[config.mk]
export PLATFORM = sky130hd
export DESIGN_NAME = uart_rx
export DESIGN_NICKNAME = d
export VERILOG_FILES = /design/src/rtl/uart_rx.sv
export SDC_FILE = /design/constraint.sdc
export NUM_CORES = 1
export LEC_CHECK = 0
export BUFFER_PORTS_ARGS = -buffer_cell sky130_fd_sc_hd__buf_4
export CAP_MARGIN = 20
export CORE_UTILIZATION = 50
export CTS_CLUSTER_SIZE = 20
export DETAILED_ROUTE_END_ITERATION = 8
export PLACE_DENSITY_LB_ADDON = 0.25
export SYNTH_ARGS = -nofsm -noshare
export SYNTH_HDL_FRONTEND = slang
export SYNTH_SLANG_ARGS = --single-unit
[constraint.sdc]
create_clock -name clk -period 2.75 [get_ports clk]
set_clock_uncertainty 0.1 [all_clocks]
set_input_delay 0 -clock clk [delete_from_list [all_inputs] [get_ports clk]]
set_output_delay 0 -clock clk [all_outputs]
set_load 0.01 [all_outputs]
[src/rtl/uart_rx.sv]
// 8N1 UART receiver: two-flop input synchroniser, mid-bit start validation and
// mid-bit data sampling (LSB first), with one-cycle valid / frame_err strobes.
module uart_rx #(
    parameter int unsigned CLKS_PER_BIT = 16,
    parameter int unsigned DATA_BITS    = 8
) (
    input  logic                 clk,
    input  logic                 rst_n,
    input  logic                 rx,
    output logic [DATA_BITS-1:0] data,
    output logic                 valid,
    output logic                 frame_err,
    output logic                 busy
);

    localparam int unsigned CNT_W = $clog2(CLKS_PER_BIT);
    localparam logic [CNT_W-1:0] HALF_LAST = CNT_W'(CLKS_PER_BIT / 2 - 1);
    localparam logic [CNT_W-1:0] BIT_LAST  = CNT_W'(CLKS_PER_BIT - 1);
    localparam logic [2:0]       IDX_LAST  = 3'(DATA_BITS - 1);

    typedef enum logic [2:0] {
        IDLE,
        START,
        DATA,
        STOP,
        BRK
    } state_t;

    state_t               state_q;
    logic                 sync1_q;
    logic                 sync2_q;
    logic [CNT_W-1:0]     cnt_q;
    logic [2:0]           bit_idx_q;
    logic [DATA_BITS-1:0] shift_q;
    logic [DATA_BITS-1:0] data_q;
    logic                 valid_q;
    logic                 ferr_q;
    logic                 rx_s;

    assign rx_s = sync2_q;

    always_ff @(posedge clk) begin
        if (!rst_n) begin
            state_q   <= IDLE;
            sync1_q   <= 1'b1;
            sync2_q   <= 1'b1;
            cnt_q     <= '0;
            bit_idx_q <= '0;
            shift_q   <= '0;
            data_q    <= '0;
            valid_q   <= 1'b0;
            ferr_q    <= 1'b0;
        end else begin
            sync1_q <= rx;
            sync2_q <= sync1_q;
            valid_q <= 1'b0;
            ferr_q  <= 1'b0;
            case (state_q)
                IDLE: begin
                    if (!rx_s) begin
                        state_q <= START;
                        cnt_q   <= '0;
                    end
                end
                START: begin
                    // A start bit that is no longer low at mid-bit is treated as a glitch.
                    if (cnt_q == HALF_LAST) begin
                        if (!rx_s) begin
                            state_q   <= DATA;
                            cnt_q     <= '0;
                            bit_idx_q <= '0;
                        end else begin
                            state_q <= IDLE;
                        end
                    end else begin
                        cnt_q <= cnt_q + CNT_W'(1);
                    end
                end
                DATA: begin
                    if (cnt_q == BIT_LAST) begin
                        shift_q[bit_idx_q] <= rx_s;
                        cnt_q              <= '0;
                        if (bit_idx_q == IDX_LAST) begin
                            state_q <= STOP;
                        end else begin
                            bit_idx_q <= bit_idx_q + 3'd1;
                        end
                    end else begin
                        cnt_q <= cnt_q + CNT_W'(1);
                    end
                end
                STOP: begin
                    if (cnt_q == BIT_LAST) begin
                        cnt_q <= '0;
                        if (rx_s) begin
                            data_q  <= shift_q;
                            valid_q <= 1'b1;
                            state_q <= IDLE;
                        end else begin
                            ferr_q  <= 1'b1;
                            state_q <= BRK;
                        end
                    end else begin
                        cnt_q <= cnt_q + CNT_W'(1);
                    end
                end
                BRK: begin
                    // Hold off until the line returns high so a long break is not a new start.
                    if (rx_s) begin
                        state_q <= IDLE;
                    end
                end
                default: state_q <= IDLE;
            endcase
        end
    end

    assign data      = data_q;
    assign valid     = valid_q;
    assign frame_err = ferr_q;
    assign busy      = (state_q != IDLE);

endmodule
==> results of run 1 <==
area by class of cell:
cell class	count	area, sq um	area share (%)
multi-input combinational	107	742	46.3
sequential	30	601	37.5
timing repair buffer	16	128	7.96
clock buffer	6	51.3	3.20
tap	30	37.5	2.34
clock inverter	1	30.0	1.87
inverter	3	13.8	0.859
synth_stat cells, drive strengths merged:
cell type	n
dfxtp	30
nand2	27
mux2i	16
nor2	10
buf	7
nand3	7
nand3b	5
o21ai	5
a21oi	4
clkbuf	4
nand2b	4
nor3	4
ha	3
inv	3
a22o	2
mux2	2
nor2b	2
nor3b	2
nor4	2
a211oi	1
a221oi	1
a31oi	1
and4b	1
nand4	1
nand4b	1
o22a	1
o22ai	1
o32ai	1
o41ai	1
or3	1
xnor2	1
report_power, final:
| part | total [mW] | switching, mW | internal, mW | leakage, nW |
|---|---|---|---|---|
| clock | 0.359 | 0.148 | 0.212 | 0.0443 |
| combinational | 0.0332 | 0.0195 | 0.0137 | 0.365 |
| sequential | 0.443 | 0.00546 | 0.437 | 0.242 |
through the flow:
stage	instances	hold WS, ns
floorplan	151	0.00147
global placement	183	0.0863
detailed placement	183	0.0875
CTS	193	0.332
global route	193	0.353
finish	193	0.325
worst reg2reg max path, delay by kind of cell, from the launching register on:
kind	cells	cell delay, ns
flops	1	0.42
simple gates	1	0.26
fa+ha+maj	2	0.47
compound gates	1	0.13
mux	1	0.28
path summary, 6_finish.rpt:
kind             endpoint  slack (ns)    startpoint
max          bit_idx_q[0]        0.99  bit_idx_q[1]
min reg2reg          rx_s        0.32       sync1_q
min                  rx_s        0.32       sync1_q
max reg2reg  bit_idx_q[0]        0.99  bit_idx_q[1]
logic make-up (layout without fill, tap and decap cells):
logic type	after synthesis	in the layout	share of synthesized area, %
compound gates	18	18	8.80
fa+ha+maj	3	3	2.64
xor+xnor	1	1	0.616
simple gates	67	67	27.3
buf+inv	14	26	5.55
flops	30	30	42.3
mux	18	18	12.9
sequential cells by signal, indices dropped and copies added (netlist names):
| register | cells |
|---|---|
| valid | 1 |
| cnt_q | 4 |
| state_q | 3 |
| frame_err | 1 |
| bit_idx_q | 3 |
| sync1_q | 1 |
| data | 8 |
| rx_s | 1 |
| shift_q | 8 |
what timing repair did:
| item | in CTS | in global routing |
|---|---|---|
| hold endpoints to repair | 19 | 0 |
| hold buffers | 3 | 0 |
| setup buffers | 0 | 0 |
routing by layer:
metal	up-vias	part of all wire, %
met5	-	0
met2	14	49
met1	539	47
met4	0	1.0
met3	4	3.6
li1	547	-
==> impl_metrics.csv, run 1 <==
group,metric,value,unit
critical_path,cpMostUsedCell,"ha_1",
job,maxCapViolCount,0,
finish,drive_gt1_share,20.2,%
critical_path,cp_top_family,"adder cells",
global_routing,grt_util_met1,24.8,%
global_routing,grt-ovfl-total,0,
critical_path,startpoint_type,"flop",
sta,worst_pin_slew,0.438,ns
global_routing,antenna_found_initial,0,
route,drt_iter0_drc,18,
sta,period_needed,1.76,ns
critical_path,cpMaxStageDelayCell,"dfxtp_1",
sta,setup_tns,0,ns
critical_path,worst_path_largest_cell_delay,0.42,ns
run_status,status,"finished, final reports clean",
critical_path,crit_path_end_kind,"flop",
placement,port_buffers,13,
synthesis,ys_ff_latch,30,
route,viasPerCell,5.72,
sta,max_slew_margin,70.8,%
floorplan,io_pins,14,
critical_path,cp.arrival,1.88,ns
route,antenna_left,0,
global_routing,grt_pass1_wl,4750,um
critical_path,reg2reg_depth,5,
synthesis,synth_nets,157,
sta,max_freq,568,MHz
synthesis,synth_cells,151,
route,wl_per_cell,13.9,um
placement,place_congestion,0.804,
critical_path,worst_ep_required_time,2.87,ns
global_routing,use_met3,7.96,%
floorplan,die_x,55.3,um
synthesis,syn_avg_cell_area,9.41,sq um
finish,area_delta_synth_final,12.8,%
route,drt-total-wl,2680,um
clocking,clk_pin_slew,0.09,ns
sta,setup_viol,0,
sta,rsz0062_at_grt,"no",
clocking,tritoncts,"built",
global_routing,first_global_vias,1062,
floorplan,dieHeight,55.3,um
finish,final_cell_mix,"dfxtp_1, nand2_1, mux2i_1, buf_4, nor2_1",
synthesis,synth_area_leader_cell,"dfxtp_1",
clocking,ctsRootBufferMaster,"clkbuf_4",
sta,finalCritPeriodShare,64.0,%
critical_path,cp.depth,5,
finish,num_antenna_cells,0,
synthesis,seq_area_frac_synth,42.3,%
clocking,htreeDepth,2,
synthesis,synth_top_cell_area_share,42.3,%
critical_path,worstSetupPathType,"flop to flop",
min_path,hp-class,"flop to flop",
synthesis,ys_warn_count,0,
critical_path,path_cells,"ha_1 -> ha_1 -> nor4_1 -> o21ai_1 -> mux2_2",
route,vias,1104,
floorplan,die_area,3060,sq um
synthesis,yosys-top-cells-area,"dfxtp_1, mux2i_1, nand2_1",
clocking,insertion_delay,0.33,ns
placement,dpl_cell_area,1490,sq um
min_path,holdPathStages,1,
sta,hold_viol_final,0,
critical_path,cp.buffers_inverters,0,
placement,pre_cts_slack,0.999,ns
global_routing,met2_usage,30.3,%
global_routing,gr-max-usage-layer,"met2",
route,drc_errors,0,
power_and_ir_drop,ir_drop,361,uV
global_routing,grt_util_all_layers,19.7,%
clocking,numCtsBuffers,5,
clocking,cts_resized,0,
clocking,clk_path_buf_depth,2,
synthesis,netlist-cell-type-count,40,
finish,layout_commonest_cell,"dfxtp_1",
sta,slew_viol_final,0,
global_routing,grt_max_degree,31,
floorplan,rows,18,
finish,finalNetCount,169,
finish,final_area,1600,sq um
synthesis,synth_area,1420,sq um
route,dr.pass1.iters,4,
power_and_ir_drop,leakage,0.652,nW
floorplan,start_util,54.9,%
finish,n_fill_cell,220,
floorplan,core,2590,sq um
critical_path,path_max_fanout,10,
finish,final_util,61.9,%
clocking,clock-sinks,30,
power_and_ir_drop,powerDensity,521,nW/um^2
placement,dp.final_hpwl,1800,um
sta,setup_ws,0.990,ns
power_and_ir_drop,power,0.835,mW
Note: power is estimated with default switching activity, not from simulation.
==> run 2: changes to the inputs <==
==> constraint.sdc (replaced) <==
create_clock -name clk -period 1.5 [get_ports clk]
set_clock_uncertainty 0.1 [all_clocks]
set_input_delay 0 -clock clk [delete_from_list [all_inputs] [get_ports clk]]
set_output_delay 0 -clock clk [all_outputs]
set_load 0.01 [all_outputs]
==> run 2 against run 1 <==
Die area is the same. Register-to-register slack lost 0.98 ns. Global-route usage grew 1.3 points. Critical path depth is the same. Count of clock-buffer cells in the layout is the same. Fmax grew 18%. Clock power grew 46%. Largest cell class unchanged. Largest power group unchanged.
==> impl_metrics.csv, run 2 (synthesis results as in run 1) <==
group,metric,value,unit
critical_path,cp.arrival,1.61,ns
critical_path,worst_path_largest_cell_delay,0.36,ns
critical_path,cp_top_family,"flip-flops",
global_routing,grt_pass1_wl,5040,um
critical_path,r2r-start,"bit_idx_q[0]",
global_routing,first_global_vias,1158,
finish,instances_no_fill,216,
critical_path,crit_path_end_kind,"flop",
min_path,holdPathEnd,"rx_s",
power_and_ir_drop,seqPwrFrac,57.1,%
sta,max_freq,669,MHz
min_path,hp-class,"flop to flop",
finish,finalNetCount,191,
clocking,post_cts_buffers,0,
global_routing,grt_util_all_layers,21.0,%
sta,setup_ws,0.00595,ns
floorplan,dieHeight,55.3,um
clocking,clock-sinks,30,
route,drt_iter0_drc,46,
sta,setup_tns,0,ns
floorplan,die_x,55.3,um
power_and_ir_drop,p_comb_share,5.8,%
finish,n_fill_cell,220,
floorplan,rows,18,
clocking,insertion_delay,0.34,ns
critical_path,r2r_slack,0.006,ns
power_and_ir_drop,powerDensity,773,nW/um^2
placement,place_congestion,0.830,
floorplan,io_pins,14,
critical_path,cpMostUsedCell,"ha_4",
power_and_ir_drop,clkPwrFrac,37.1,%
route,vias,1187,
sta,holdWs,0.335,ns
critical_path,worst_ep_required_time,1.62,ns
route,viasPerCell,5.50,
run_status,status,"finished, final reports clean",
power_and_ir_drop,power,1.41,mW
route,drc_errors,0,
sta,finalCritPeriodShare,99.6,%
clocking,clk_path_buf_depth,2,
power_and_ir_drop,ir_drop,987,uV
job,maxCapViolCount,0,
critical_path,startpoint_type,"flop",
placement,placed_cells,205,
route,drt-total-wl,3010,um
critical_path,path_max_fanout,3,
finish,area_delta_synth_final,28.5,%
finish,num_antenna_cells,0,
route,antenna_left,0,
power_and_ir_drop,leakage,0.793,nW
sta,period_needed,1.49,ns
placement,dp.final_hpwl,2160,um
sta,worst_pin_slew,0.301,ns
finish,final_cell_mix,"buf_4, nand2_1, dfxtp_1, mux2i_1, nor2_1",
min_path,holdPathStages,1,
sta,rsz0062_at_grt,"yes",
floorplan,die_area,3060,sq um
finish,drive_gt1_share,36.6,%
route,dr.pass1.iters,4,
placement,pre_cts_slack,-0.0517,ns
floorplan,core,2590,sq um
sta,slew_viol_final,0,
critical_path,worstSetupPathType,"flop to flop",
power_and_ir_drop,intPower,1.06,mW
placement,port_buffers,13,
route,wl_per_cell,13.9,um
sta,setup_viol,0,
critical_path,startpoint,"bit_idx_q[0]",
finish,layout_commonest_cell,"buf_4",
critical_path,cpMaxStageDelayCell,"dfxtp_4",
power_and_ir_drop,p_switching,0.349,mW
power_and_ir_drop,switching_share,24.7,%
critical_path,path_cells,"ha_4 -> ha_4 -> nor4_4 -> o21ai_2 -> mux2_2",
sta,hold_viol_final,0,
min_path,min_from,"sync1_q",
critical_path,cp.buffers_inverters,0,
global_routing,grt-ovfl-total,0,
clocking,htreeDepth,2,
clocking,numCtsBuffers,5,
sta,max_slew_margin,79.8,%
critical_path,r2r-end,"bit_idx_q[0]",
clocking,tritoncts,"built",
global_routing,antenna_found_initial,0,
floorplan,start_util,54.9,%
clocking,ctsRootBufferMaster,"clkbuf_4",
critical_path,reg2reg_depth,5,
clocking,clk_pin_slew,0.09,ns
global_routing,grt_max_degree,18,
## run 2: repair_timing
action / in CTS / in global routing
endpoints found under the setup margin: 7 / 9
pin swaps: 5 / 5
endpoints found under the hold margin: 17 / 0
gates resized for setup: 6 / 5
hold buffers: 3 / 0
## run 2: worst max-delay path by stage
stage              endpoint  cells past startpoint  slack [ns]
6_report       bit_idx_q[0]                      5       0.006
5_1_grt          shift_q[5]                      5       -0.06
4_1_cts        bit_idx_q[0]                      5       -0.02
3_5_place_dp   bit_idx_q[0]                      5       -0.05
3_3_place_gp   bit_idx_q[0]                      5      -0.009
2_1_floorplan  bit_idx_q[0]                      5       -0.02
## run 2: stage by stage
step	cell area (sq um)	utilization [%]
floorplan	1450	-
global placement	1690	65.2
detailed placement	1690	65.2
CTS	1810	69.9
global route	1830	70.5
finish	1830	70.5
## run 2: power by group through the flow
stage | clock, mW | combinational [mW] | sequential [mW]
after CTS | 0.534 | 0.0805 | 0.806
after global routing | 0.561 | 0.0898 | 0.807
final | 0.524 | 0.0826 | 0.806
after global placement | 0 | 0.0709 | 0.823
after floorplan | 0 | 0.0487 | 0.821
after detailed placement | 0 | 0.0736 | 0.823
## run 2: per-layer routing
layer	track usage, %	routed length, um	up-vias
met5	0	0	-
met4	10.0	44	0
met3	5.39	79	4
met2	34.3	1440	21
met1	25.8	1450	565
li1	-	-	597
## run 2: cell type report
class | count | area (sq um) | area share [%]
Clock buffer | 6 | 51.3 | 2.81
Clock inverter | 2 | 11.3 | 0.616
Inverter | 3 | 13.8 | 0.753
Multi-Input combinational cell | 107 | 810 | 44.3
Sequential cell | 30 | 611 | 33.4
Tap cell | 30 | 37.5 | 2.05
Timing Repair Buffer | 38 | 293 | 16.0
## run 2: worst reg2reg max path, cell delays in order (launching register included)
cell,delay [ns]
dfxtp_4,0.36
ha_4,0.16
ha_4,0.16
nor4_4,0.25
o21ai_2,0.10
mux2_2,0.27
